===== config.mk =====
export PLATFORM = sky130hd
export DESIGN_NAME = load_store_unit_flat
export DESIGN_NICKNAME = d
export VERILOG_FILES = /design/src/rtl/lsu_pkg.sv /design/src/rtl/lsu_if.sv /design/src/rtl/lsu_lane_align.sv /design/src/rtl/load_store_unit.sv /design/src/flat_wrapper.sv
export SDC_FILE = /design/constraint.sdc
export NUM_CORES = 1
export LEC_CHECK = 0
export BUFFER_PORTS_ARGS = -buffer_cell sky130_fd_sc_hd__clkbuf_2
export CORE_MARGIN = 4
export CORE_UTILIZATION = 52
export DETAILED_ROUTE_END_ITERATION = 16
export GPL_ROUTABILITY_DRIVEN = 0
export GPL_TIMING_DRIVEN = 0
export PLACE_DENSITY = 0.81
export SETUP_SLACK_MARGIN = 0.3
export SLEW_MARGIN = 20
export SYNTH_ARGS = -nofsm -noshare
export SYNTH_HDL_FRONTEND = slang
export SYNTH_SLANG_ARGS = --single-unit

===== constraint.sdc =====
create_clock -name clk -period 3.3 [get_ports clk]
set_input_delay 0.825 -clock clk [delete_from_list [all_inputs] [get_ports clk]]
set_output_delay 0.825 -clock clk [all_outputs]
set_load 0.03 [all_outputs]

===== src/rtl/lsu_pkg.sv =====
// Shared types and constants for the load/store unit.
// Build option: LSU_MISALIGN_TRAP_EN (see load_store_unit.sv).
package lsu_pkg;

  localparam int unsigned XLEN     = 32;
  localparam int unsigned ADDR_LSB = 2;

  localparam logic [2:0] F3_B  = 3'b000;
  localparam logic [2:0] F3_H  = 3'b001;
  localparam logic [2:0] F3_W  = 3'b010;
  localparam logic [2:0] F3_BU = 3'b100;
  localparam logic [2:0] F3_HU = 3'b101;

  typedef enum logic [1:0] {IDLE, ACCESS, WRITE, RESP} lsu_state_t;

  // Request fields kept for the duration of one memory operation.
  typedef struct packed {
    logic                we;
    logic [2:0]          funct3;
    logic [ADDR_LSB-1:0] off;
  } lsu_req_t;

  // Access size comes from funct3[1:0] for loads and stores alike: 00 byte, 01 half, else word.
  function automatic logic is_misaligned(input logic [2:0] funct3, input logic [ADDR_LSB-1:0] off);
    logic w_mis;
    case (funct3[1:0])
      2'b00:   w_mis = 1'b0;
      2'b01:   w_mis = off[0];
      default: w_mis = (off != 2'b00);
    endcase
    return w_mis;
  endfunction

endpackage


===== src/rtl/lsu_if.sv =====
// Core-side request/response and Data_Memory-side signals of the load/store unit.
interface lsu_if;
  import lsu_pkg::*;

  logic            req_valid;
  logic            req_ready;
  logic            req_we;
  logic [2:0]      req_funct3;
  logic [XLEN-1:0] req_addr;
  logic [XLEN-1:0] req_wdata;
  logic            resp_valid;
  logic [XLEN-1:0] resp_rdata;
  logic            resp_err;
  logic            mem_MemRW;
  logic [XLEN-1:0] mem_addr;
  logic [XLEN-1:0] mem_dataW;
  logic [XLEN-1:0] mem_dataR;

  // The load/store unit itself.
  modport slave (
    input  req_valid, req_we, req_funct3, req_addr, req_wdata, mem_dataR,
    output req_ready, resp_valid, resp_rdata, resp_err, mem_MemRW, mem_addr, mem_dataW
  );

  // Core plus Data_Memory as seen from outside the unit.
  modport master (
    output req_valid, req_we, req_funct3, req_addr, req_wdata, mem_dataR,
    input  req_ready, resp_valid, resp_rdata, resp_err, mem_MemRW, mem_addr, mem_dataW
  );

endinterface


===== src/rtl/lsu_lane_align.sv =====
// Byte/half lane handling for a word-only memory: load extract+extend and store merge.
module lsu_lane_align
  import lsu_pkg::*;
(
  input  logic [XLEN-1:0]     i_word,
  input  logic [XLEN-1:0]     i_wdata,
  input  logic [ADDR_LSB-1:0] i_off,
  input  logic [2:0]          i_funct3,
  output logic [XLEN-1:0]     o_load_c,
  output logic [XLEN-1:0]     o_merge_c
);

  logic [7:0]  w_byte;
  logic [15:0] w_half;

  // Select the addressed byte and halfword lanes of the memory word.
  always_comb begin
    w_byte = i_word[{i_off, 3'b000} +: 8];
    w_half = i_off[1] ? i_word[31:16] : i_word[15:0];
  end

  // Load result: sign/zero extension; unlisted funct3 codes read the whole word.
  always_comb begin
    o_load_c = i_word;
    case (i_funct3)
      F3_B:    o_load_c = {{24{w_byte[7]}}, w_byte};
      F3_H:    o_load_c = {{16{w_half[15]}}, w_half};
      F3_BU:   o_load_c = {24'h0, w_byte};
      F3_HU:   o_load_c = {16'h0, w_half};
      default: o_load_c = i_word;
    endcase
  end

  // Store word: replace only the addressed lane of the old word; word stores pass through.
  always_comb begin
    o_merge_c = i_wdata;
    case (i_funct3[1:0])
      2'b00: begin
        o_merge_c = i_word;
        o_merge_c[{i_off, 3'b000} +: 8] = i_wdata[7:0];
      end
      2'b01:   o_merge_c = i_off[1] ? {i_wdata[15:0], i_word[15:0]} : {i_word[31:16], i_wdata[15:0]};
      default: o_merge_c = i_wdata;
    endcase
  end

endmodule


===== src/rtl/load_store_unit.sv =====
// RV32I load/store unit in front of a word-only Data_Memory (no byte enables).
// Sub-word stores are done as read-modify-write; loads are lane-extracted and extended.
// Build option: define LSU_MISALIGN_TRAP_EN to flag misaligned half/word accesses with
// resp_err and skip the memory access; otherwise low address bits are ignored.
module load_store_unit
  import lsu_pkg::*;
(
  input logic  clk,
  input logic  rst,
  lsu_if.slave bus
);

  lsu_state_t      r_state, w_state_nxt;
  lsu_req_t        r_req, w_req_nxt;
  logic            r_req_ready, w_req_ready_nxt;
  logic            r_resp_valid, w_resp_valid_nxt;
  logic [XLEN-1:0] r_resp_rdata, w_resp_rdata_nxt;
  logic            r_resp_err, w_resp_err_nxt;
  logic            r_mem_memrw, w_mem_memrw_nxt;
  logic [XLEN-1:0] r_mem_addr, w_mem_addr_nxt;
  logic [XLEN-1:0] r_mem_dataw, w_mem_dataw_nxt;
  logic            w_trap;
  logic [XLEN-1:0] w_load_c;
  logic [XLEN-1:0] w_merge_c;

  // r_mem_dataw holds the store data until the merge replaces it with the full word.
  lsu_lane_align u_lane_align (
    .i_word    (bus.mem_dataR),
    .i_wdata   (r_mem_dataw),
    .i_off     (r_req.off),
    .i_funct3  (r_req.funct3),
    .o_load_c  (w_load_c),
    .o_merge_c (w_merge_c)
  );

  // Misaligned-request detection; constant 0 when the trap is not built in.
`ifdef LSU_MISALIGN_TRAP_EN
  assign w_trap = is_misaligned(bus.req_funct3, bus.req_addr[ADDR_LSB-1:0]);
`else
  assign w_trap = 1'b0;
`endif

  // Next-state and next-output logic.
  always_comb begin
    w_state_nxt      = r_state;
    w_req_nxt        = r_req;
    w_resp_rdata_nxt = r_resp_rdata;
    w_resp_err_nxt   = r_resp_err;
    w_mem_memrw_nxt  = 1'b0;
    w_mem_addr_nxt   = r_mem_addr;
    w_mem_dataw_nxt  = r_mem_dataw;

    case (r_state)
      IDLE: begin
        if (bus.req_valid) begin
          w_req_nxt.we     = bus.req_we;
          w_req_nxt.funct3 = bus.req_funct3;
          w_req_nxt.off    = bus.req_addr[ADDR_LSB-1:0];
          w_mem_dataw_nxt  = bus.req_wdata;
          w_resp_err_nxt   = w_trap;
          if (w_trap) begin
            w_state_nxt      = RESP;
            w_resp_rdata_nxt = '0;
          end else begin
            w_state_nxt     = ACCESS;
            w_mem_addr_nxt  = {bus.req_addr[XLEN-1:ADDR_LSB], ADDR_LSB'(0)};
            // Word stores (funct3[1]=1) write directly during ACCESS.
            w_mem_memrw_nxt = bus.req_we & bus.req_funct3[1];
          end
        end
      end
      ACCESS: begin
        if (!r_req.we) begin
          w_resp_rdata_nxt = w_load_c;
          w_state_nxt      = RESP;
        end else if (r_req.funct3[1]) begin
          w_resp_rdata_nxt = '0;
          w_state_nxt      = RESP;
        end else begin
          w_mem_dataw_nxt = w_merge_c;
          w_mem_memrw_nxt = 1'b1;
          w_state_nxt     = WRITE;
        end
      end
      WRITE: begin
        w_resp_rdata_nxt = '0;
        w_state_nxt      = RESP;
      end
      RESP: begin
        w_state_nxt = IDLE;
      end
      default: begin
        w_state_nxt = IDLE;
      end
    endcase

    w_req_ready_nxt  = (w_state_nxt == IDLE);
    w_resp_valid_nxt = (w_state_nxt == RESP);
  end

  // State and output registers with synchronous active-low reset.
  always_ff @(posedge clk) begin
    if (!rst) begin
      r_state      <= IDLE;
      r_req        <= '0;
      r_req_ready  <= 1'b1;
      r_resp_valid <= 1'b0;
      r_resp_rdata <= '0;
      r_resp_err   <= 1'b0;
      r_mem_memrw  <= 1'b0;
      r_mem_addr   <= '0;
      r_mem_dataw  <= '0;
    end else begin
      r_state      <= w_state_nxt;
      r_req        <= w_req_nxt;
      r_req_ready  <= w_req_ready_nxt;
      r_resp_valid <= w_resp_valid_nxt;
      r_resp_rdata <= w_resp_rdata_nxt;
      r_resp_err   <= w_resp_err_nxt;
      r_mem_memrw  <= w_mem_memrw_nxt;
      r_mem_addr   <= w_mem_addr_nxt;
      r_mem_dataw  <= w_mem_dataw_nxt;
    end
  end

  // MemRW is gated by reset so that asserting reset in a write cycle cancels the write.
  assign bus.req_ready  = r_req_ready;
  assign bus.resp_valid = r_resp_valid;
  assign bus.resp_rdata = r_resp_rdata;
  assign bus.resp_err   = r_resp_err;
  assign bus.mem_MemRW  = r_mem_memrw & rst;
  assign bus.mem_addr   = r_mem_addr;
  assign bus.mem_dataW  = r_mem_dataw;

endmodule


===== src/flat_wrapper.sv =====
// flat-port wrapper written by rule: the top's interface ports become plain ports
module load_store_unit_flat import lsu_pkg::*;
  (clk, rst, bus_req_valid, bus_req_we, bus_req_funct3, bus_req_addr, bus_req_wdata, bus_mem_dataR, bus_req_ready, bus_resp_valid, bus_resp_rdata, bus_resp_err, bus_mem_MemRW, bus_mem_addr, bus_mem_dataW);
  lsu_if bus_i ();
  input logic clk;
  input logic rst;
  input wire logic [$bits(bus_i.req_valid)-1:0] bus_req_valid;
  input wire logic [$bits(bus_i.req_we)-1:0] bus_req_we;
  input wire logic [$bits(bus_i.req_funct3)-1:0] bus_req_funct3;
  input wire logic [$bits(bus_i.req_addr)-1:0] bus_req_addr;
  input wire logic [$bits(bus_i.req_wdata)-1:0] bus_req_wdata;
  input wire logic [$bits(bus_i.mem_dataR)-1:0] bus_mem_dataR;
  output wire logic [$bits(bus_i.req_ready)-1:0] bus_req_ready;
  output wire logic [$bits(bus_i.resp_valid)-1:0] bus_resp_valid;
  output wire logic [$bits(bus_i.resp_rdata)-1:0] bus_resp_rdata;
  output wire logic [$bits(bus_i.resp_err)-1:0] bus_resp_err;
  output wire logic [$bits(bus_i.mem_MemRW)-1:0] bus_mem_MemRW;
  output wire logic [$bits(bus_i.mem_addr)-1:0] bus_mem_addr;
  output wire logic [$bits(bus_i.mem_dataW)-1:0] bus_mem_dataW;
  assign bus_i.req_valid = bus_req_valid;
  assign bus_i.req_we = bus_req_we;
  assign bus_i.req_funct3 = bus_req_funct3;
  assign bus_i.req_addr = bus_req_addr;
  assign bus_i.req_wdata = bus_req_wdata;
  assign bus_i.mem_dataR = bus_mem_dataR;
  assign bus_req_ready = bus_i.req_ready;
  assign bus_resp_valid = bus_i.resp_valid;
  assign bus_resp_rdata = bus_i.resp_rdata;
  assign bus_resp_err = bus_i.resp_err;
  assign bus_mem_MemRW = bus_i.mem_MemRW;
  assign bus_mem_addr = bus_i.mem_addr;
  assign bus_mem_dataW = bus_i.mem_dataW;
  load_store_unit u_core (.clk(clk), .rst(rst), .bus(bus_i));
endmodule

; Yosys cells after proc, flatten, opt, wreduce, memory -nomap -nowiden
; Index checks and enable logic that the tools add are counted.
; Widths: inputs -> output; s select.
[totals]
ff_bits = 105
in_bits = 103
out_inout_bits = 100
elab_cells = 61
[op_classes]
add_sub_neg = 1
eq_ne = 14
n_shift = 3
muxes = 20
bitwise = 2
n_reduce_logical = 10
[op_table]
columns = cell, n
row1 = $mux 32, 6
row2 = $pmux 32 s2, 3
row3 = $pmux 32 s4, 1
row4 = $bwmux 32, 1
row5 = $shift 8x7->32 const A, 1
row6 = $shiftx 32x6->8, 1
row7 = $shiftx 8x7->32, 1
row8 = $mux 16, 1
row9 = $pmux 2 s4, 1
row10 = $neg 5->7, 1
row11 = $eq 2x2->1 const B, 3
row12 = $eq 3x3->1 const B, 2
row13 = $logic_not 2->1, 3
row14 = $ne 3x3->1 const B, 2
row15 = $reduce_and 6->1, 1
row16 = $reduce_and 5->1, 1
row17 = $eq 2x1->1 const B, 2
row18 = $mux 1, 4
row19 = $mux 2, 2
row20 = $ne 2x2->1 const B, 2
row21 = $reduce_and 2->1, 2
row22 = $reduce_bool 2->1, 2
row23 = $eq 3x1->1 const B, 1
row24 = $logic_not 3->1, 1
row25 = other kinds (4), 5

; Logic depth before layout (Yosys ltp)
[depth]
word_depth = 7
depth_mapped = 9
depth_no_buf = 6

; Cells and area by module
; A second synthesis with hierarchy kept.
[unflattened]
hier_cells = 734
hier_area_um2 = 5945.7
[by_module_without_submodules]
columns = mod, instances, cells_per_inst, area_per_inst_um2, seq_area_each_um2
row1 = load_store_unit, 1, 513, 4509.3, 2102.0
row2 = lsu_lane_align, 1, 221, 1436.4, 0.0

; Worst setup path after synthesis
; Ideal clock, no wire load.
[synth_timing]
path_kind = in2out
startpoint = input rst
endpoint = output bus_mem_MemRW
arrival_time_ps = 1627
required_time_ps = 2475
slack_ps = 848
cell_stages = 3
n_path_buf = 2
path_cell_list = clkbuf_1 -> clkbuf_1 -> and2_1
[synth_via]
elab_chain_len = 1
[synth_rtl]
columns = element, line
row1 = start: declaration, flat_wrapper.sv:6  ; input logic rst;
row2 = $and 1x1->1, load_store_unit.sv:131  ; assign bus.mem_MemRW = r_mem_memrw & rst;
row3 = end: declaration, flat_wrapper.sv:17  ; output wire logic [$bits(bus_i.mem_MemRW)-1:0] bus_mem_MemRW;
; Every way passes these cells.

; Worst setup path after layout
; Ends and elaborated chain as after synthesis.

==> summary.txt <==
Synth
  – Post-synth top area cell: dfxtp_1
  – Synth Register Bits: roughly 110
  – Mapped Cells: 585
  – Ys Warns: 0
  – Ys async rst share: 0
  – Synth top area share: 0.423
  – Post-synth top flop: dfxtp_1
  – Synth top area cells: dfxtp_1 42%, nand2_1 10%, a21oi_1 5.1%
  – Sequential element share of the synthesized area: 0.423
  – Cell variety after synth: 52
  – Post-synthesis cell area: 0.00497 mm2
  – Post-synth EDFFs: 0
  – Syn avg cell area: about 8.5 um2
  – Post-synth top cells: 137 x nand2_1, 105 x dfxtp_1, 51 x a21oi_1, 26 x o21ai_0, 23 x clkbuf_1
  – Cell with the most instances after synthesis: nand2_1

Clock network
  – Clock Sinks: approximately 110
  – CTS tree: done
  – Clock slew at reported path FFs: ~0.1 ns
  – Worst skew pair latency: between 0.3 and 0.4 ns
  – H-tree depth: 3
  – CTS Buf Count: 9
  – Clk root buf: clkbuf_8
  – Clk buf depth: 2

STA
  – Fin. Hold Viols: 0
  – Setup violators final: 0
  – RSZ-0062 raised after global routing: no
  – Slew HR: 0.617
  – Fin crit share: 0.848
  – Worst slew pin tran: 0.575 ns
  – Tmin final: ~2.8 ns
  – Final Max Tran Viols: 0
  – Layout Skew: 0.0119 ns
  – Setup TNS: 0 ns
  – Fmax: 358 MHz

Hold path
  – Hold EP: u_core.bus.mem_addr[11]
  – Hold/Removal Path Class: reg -> reg
  – Hold path depth: 2
  – Critical hold path startpoint: u_core.bus.mem_addr[11]

Detailed routing
  – Met2 wire len: about 7.6 mm
  – Number of routed nets with antenna violations: 0
  – Initial DRC count: 360
  – Top Metal Used: met4
  – Met3 WL: roughly 1.7 mm
  – # DRC: 0
  – Per-cell routed wire length: 18.0 um
  – Vias: around 5.5k
  – Post-Route WL: ~17 mm
  – DR pass1 iterations: 5
  – WL met1: 6.67 mm
  – Vias per inst: approximately 5.9

Floorplanning
  – Starting Density: 0.535
  – Die W: about 110 um
  – Height of the die: ~110 um
  – I/O pins: about 200
  – Die area: approximately 0.011 mm2
  – Area of the core: just over 0.009 mm2
  – Core Rows: 35

Setup path
  – Worst r2r src: u_core.r_req[1]
  – FF-to-FF setup slack: between 0.7 and 0.8 ns
  – CP peak stage delay: 0.37 ns
  – Worst EP arrival: between 1.5 and 2 ns
  – Slowest-stage cell, CP: clkbuf_1
  – Worst Path Max Fanout: 10
  – Reg2reg path depth: 8
  – Critical Path End Type: primary output
  – FF-to-FF End: u_core.bus.mem_dataW[18]
  – Most common cell on crit path: clkbuf_2
  – CP Launch Type: input pin
  – Critical Path RT: approximately 2.5 ns
  – Cells along the critical path: clkbuf_2 > clkbuf_2 > clkbuf_1 > and2_1 > clkbuf_2
  – WS Path Type: in -> out

Global routing
  – Largest net degree at the start of global routing: 18
  – Initial antenna violation count: 0
  – Global-route wire length before repair: about 26 mm
  – Vias in the first global route: 5137
  – Tot GR Track Use: 0.288
  – Gr ovfl total: 0

Placement
  – DPL Wire Length: 13.2 mm
  – Number of port buffers: 199

Cells and area
  – Multi-input gate area: around 0.0026 mm2
  – Fill cell count: around 800
  – # diodes: 0
  – Register area: about 0.0021 mm2
  – Fin nets: approximately 910
  – Share of cells above drive strength 1: 0.328
  – Area growth, synth to finish: 27.5%

Pwr
  – Switch share: 0.485
  – Cell leakage power: ~2.8 nW
  – Sw Pwr: around 2.9 mW
  – Cell internal pwr: between 3 and 4 mW
  – Total power: between 5 and 6 mW
  – Gate power share: 0.510
  – Clock network power share: 0.139
  – Sequential power share: 0.350
  – Peak VDD IR: between 0.4 and 0.5 mV
  – Pwr dens: approximately 940 mW/mm2

Run status
  – Result of the run: completed

Run
  – Max cap viols: 0
[stage by stage]
step	instances	hold slack, ns	utilization	setup WS [ns]	area [um2]
5_1_grt	930	0.480	0.682	0.416	6340
3_5_place_dp	915	0.444	0.661	0.309	6130
2_1_floorplan	587	0.463	-	0.848	4980
4_1_cts	930	0.463	0.682	0.341	6330
3_3_place_gp	915	0.442	0.661	0.352	6130
6_report	930	0.461	0.682	0.503	6340
[how the worst max path moves through the flow]
stage               startpoint            end  cells after the start
floorplan                  rst  bus_mem_MemRW                      3
global placement           rst  bus_mem_MemRW                      5
detailed placement         rst  bus_mem_MemRW                      5
CTS                        rst  bus_mem_MemRW                      5
global route               rst  bus_mem_MemRW                      5
finish                     rst  bus_mem_MemRW                      5
[repair_timing]
item / in CTS / in global routing
setup endpoints to repair: 0 / 1
hold buffers: 0 / 0
setup buffers: 0 / 0
resized for setup: 0 / 2
[flip-flops by register name, summed over array words and instances, names as in the netlist]
register,count
u_core.bus.mem_dataW,32
u_core.bus.resp_rdata,32
u_core.bus.mem_addr,30
u_core.r_req,6
u_core.r_state,2
u_core.bus.req_ready,1
u_core.bus.resp_valid,1
u_core.r_mem_memrw,1
[cell type report]
class	count	area share
multi-input cells	417	0.406
flip-flops and latches	105	0.332
repair buffers	199	0.157
plain buffers	50	0.0393
well taps	129	0.0255
clock buffers	10	0.0217
clock inverters	5	0.0101
inverters	15	0.00889
[cell families (layout without fill, tap and decap cells)]
family / count (synthesis) / count (layout) / share of synthesized area
AOI/OAI and AO/OA: 199 / 199 / 0.282
adders and majority gates: 8 / 8 / 0.0201
buffers and inverters: 65 / 279 / 0.0612
DFF: 105 / 105 / 0.423
muxes: 15 / 15 / 0.0363
other: 1 / 3 / 0.000755
and+or+nand+nor: 192 / 192 / 0.177
[worst max-delay path, delay by kind of cell]
kind	cells	cell delay, ns
and+or+nand+nor	1	0.19
buffers and inverters	4	0.96
[cells in the final DEF, fill, tap and decap left out, types with 14 or more instances in the layout]
master / Yosys / routed
a31oi_1: 18 / 18
clkbuf_1: 23 / 22
a221o_1: 16 / 16
a221oi_1: 19 / 19
o21ai_0: 26 / 26
a21oi_1: 51 / 51
dfxtp_1: 105 / 105
nor2_1: 16 / 16
nand2_1: 137 / 137
inv_1: 14 / 14
clkbuf_2: 0 / 200
[routing by layer]
layer / vias up / track usage
met5: - / 0
met4: 0 / 0.130
met3: 54 / 0.0680
met2: 349 / 0.461
met1: 2509 / 0.369
li1: 2543 / -
[power by group through the flow]
stage          Clock [mW]  Combinational [mW]  Sequential (mW)
3_3_place_gp            0                2.96             2.07
6_report            0.829                3.03             2.08
2_1_floorplan           0                1.30             2.85
3_5_place_dp            0                3.02             2.10
5_1_grt             0.894                3.26             2.13
4_1_cts             0.836                3.02             2.07
Power figures use the tool's default switching activity.
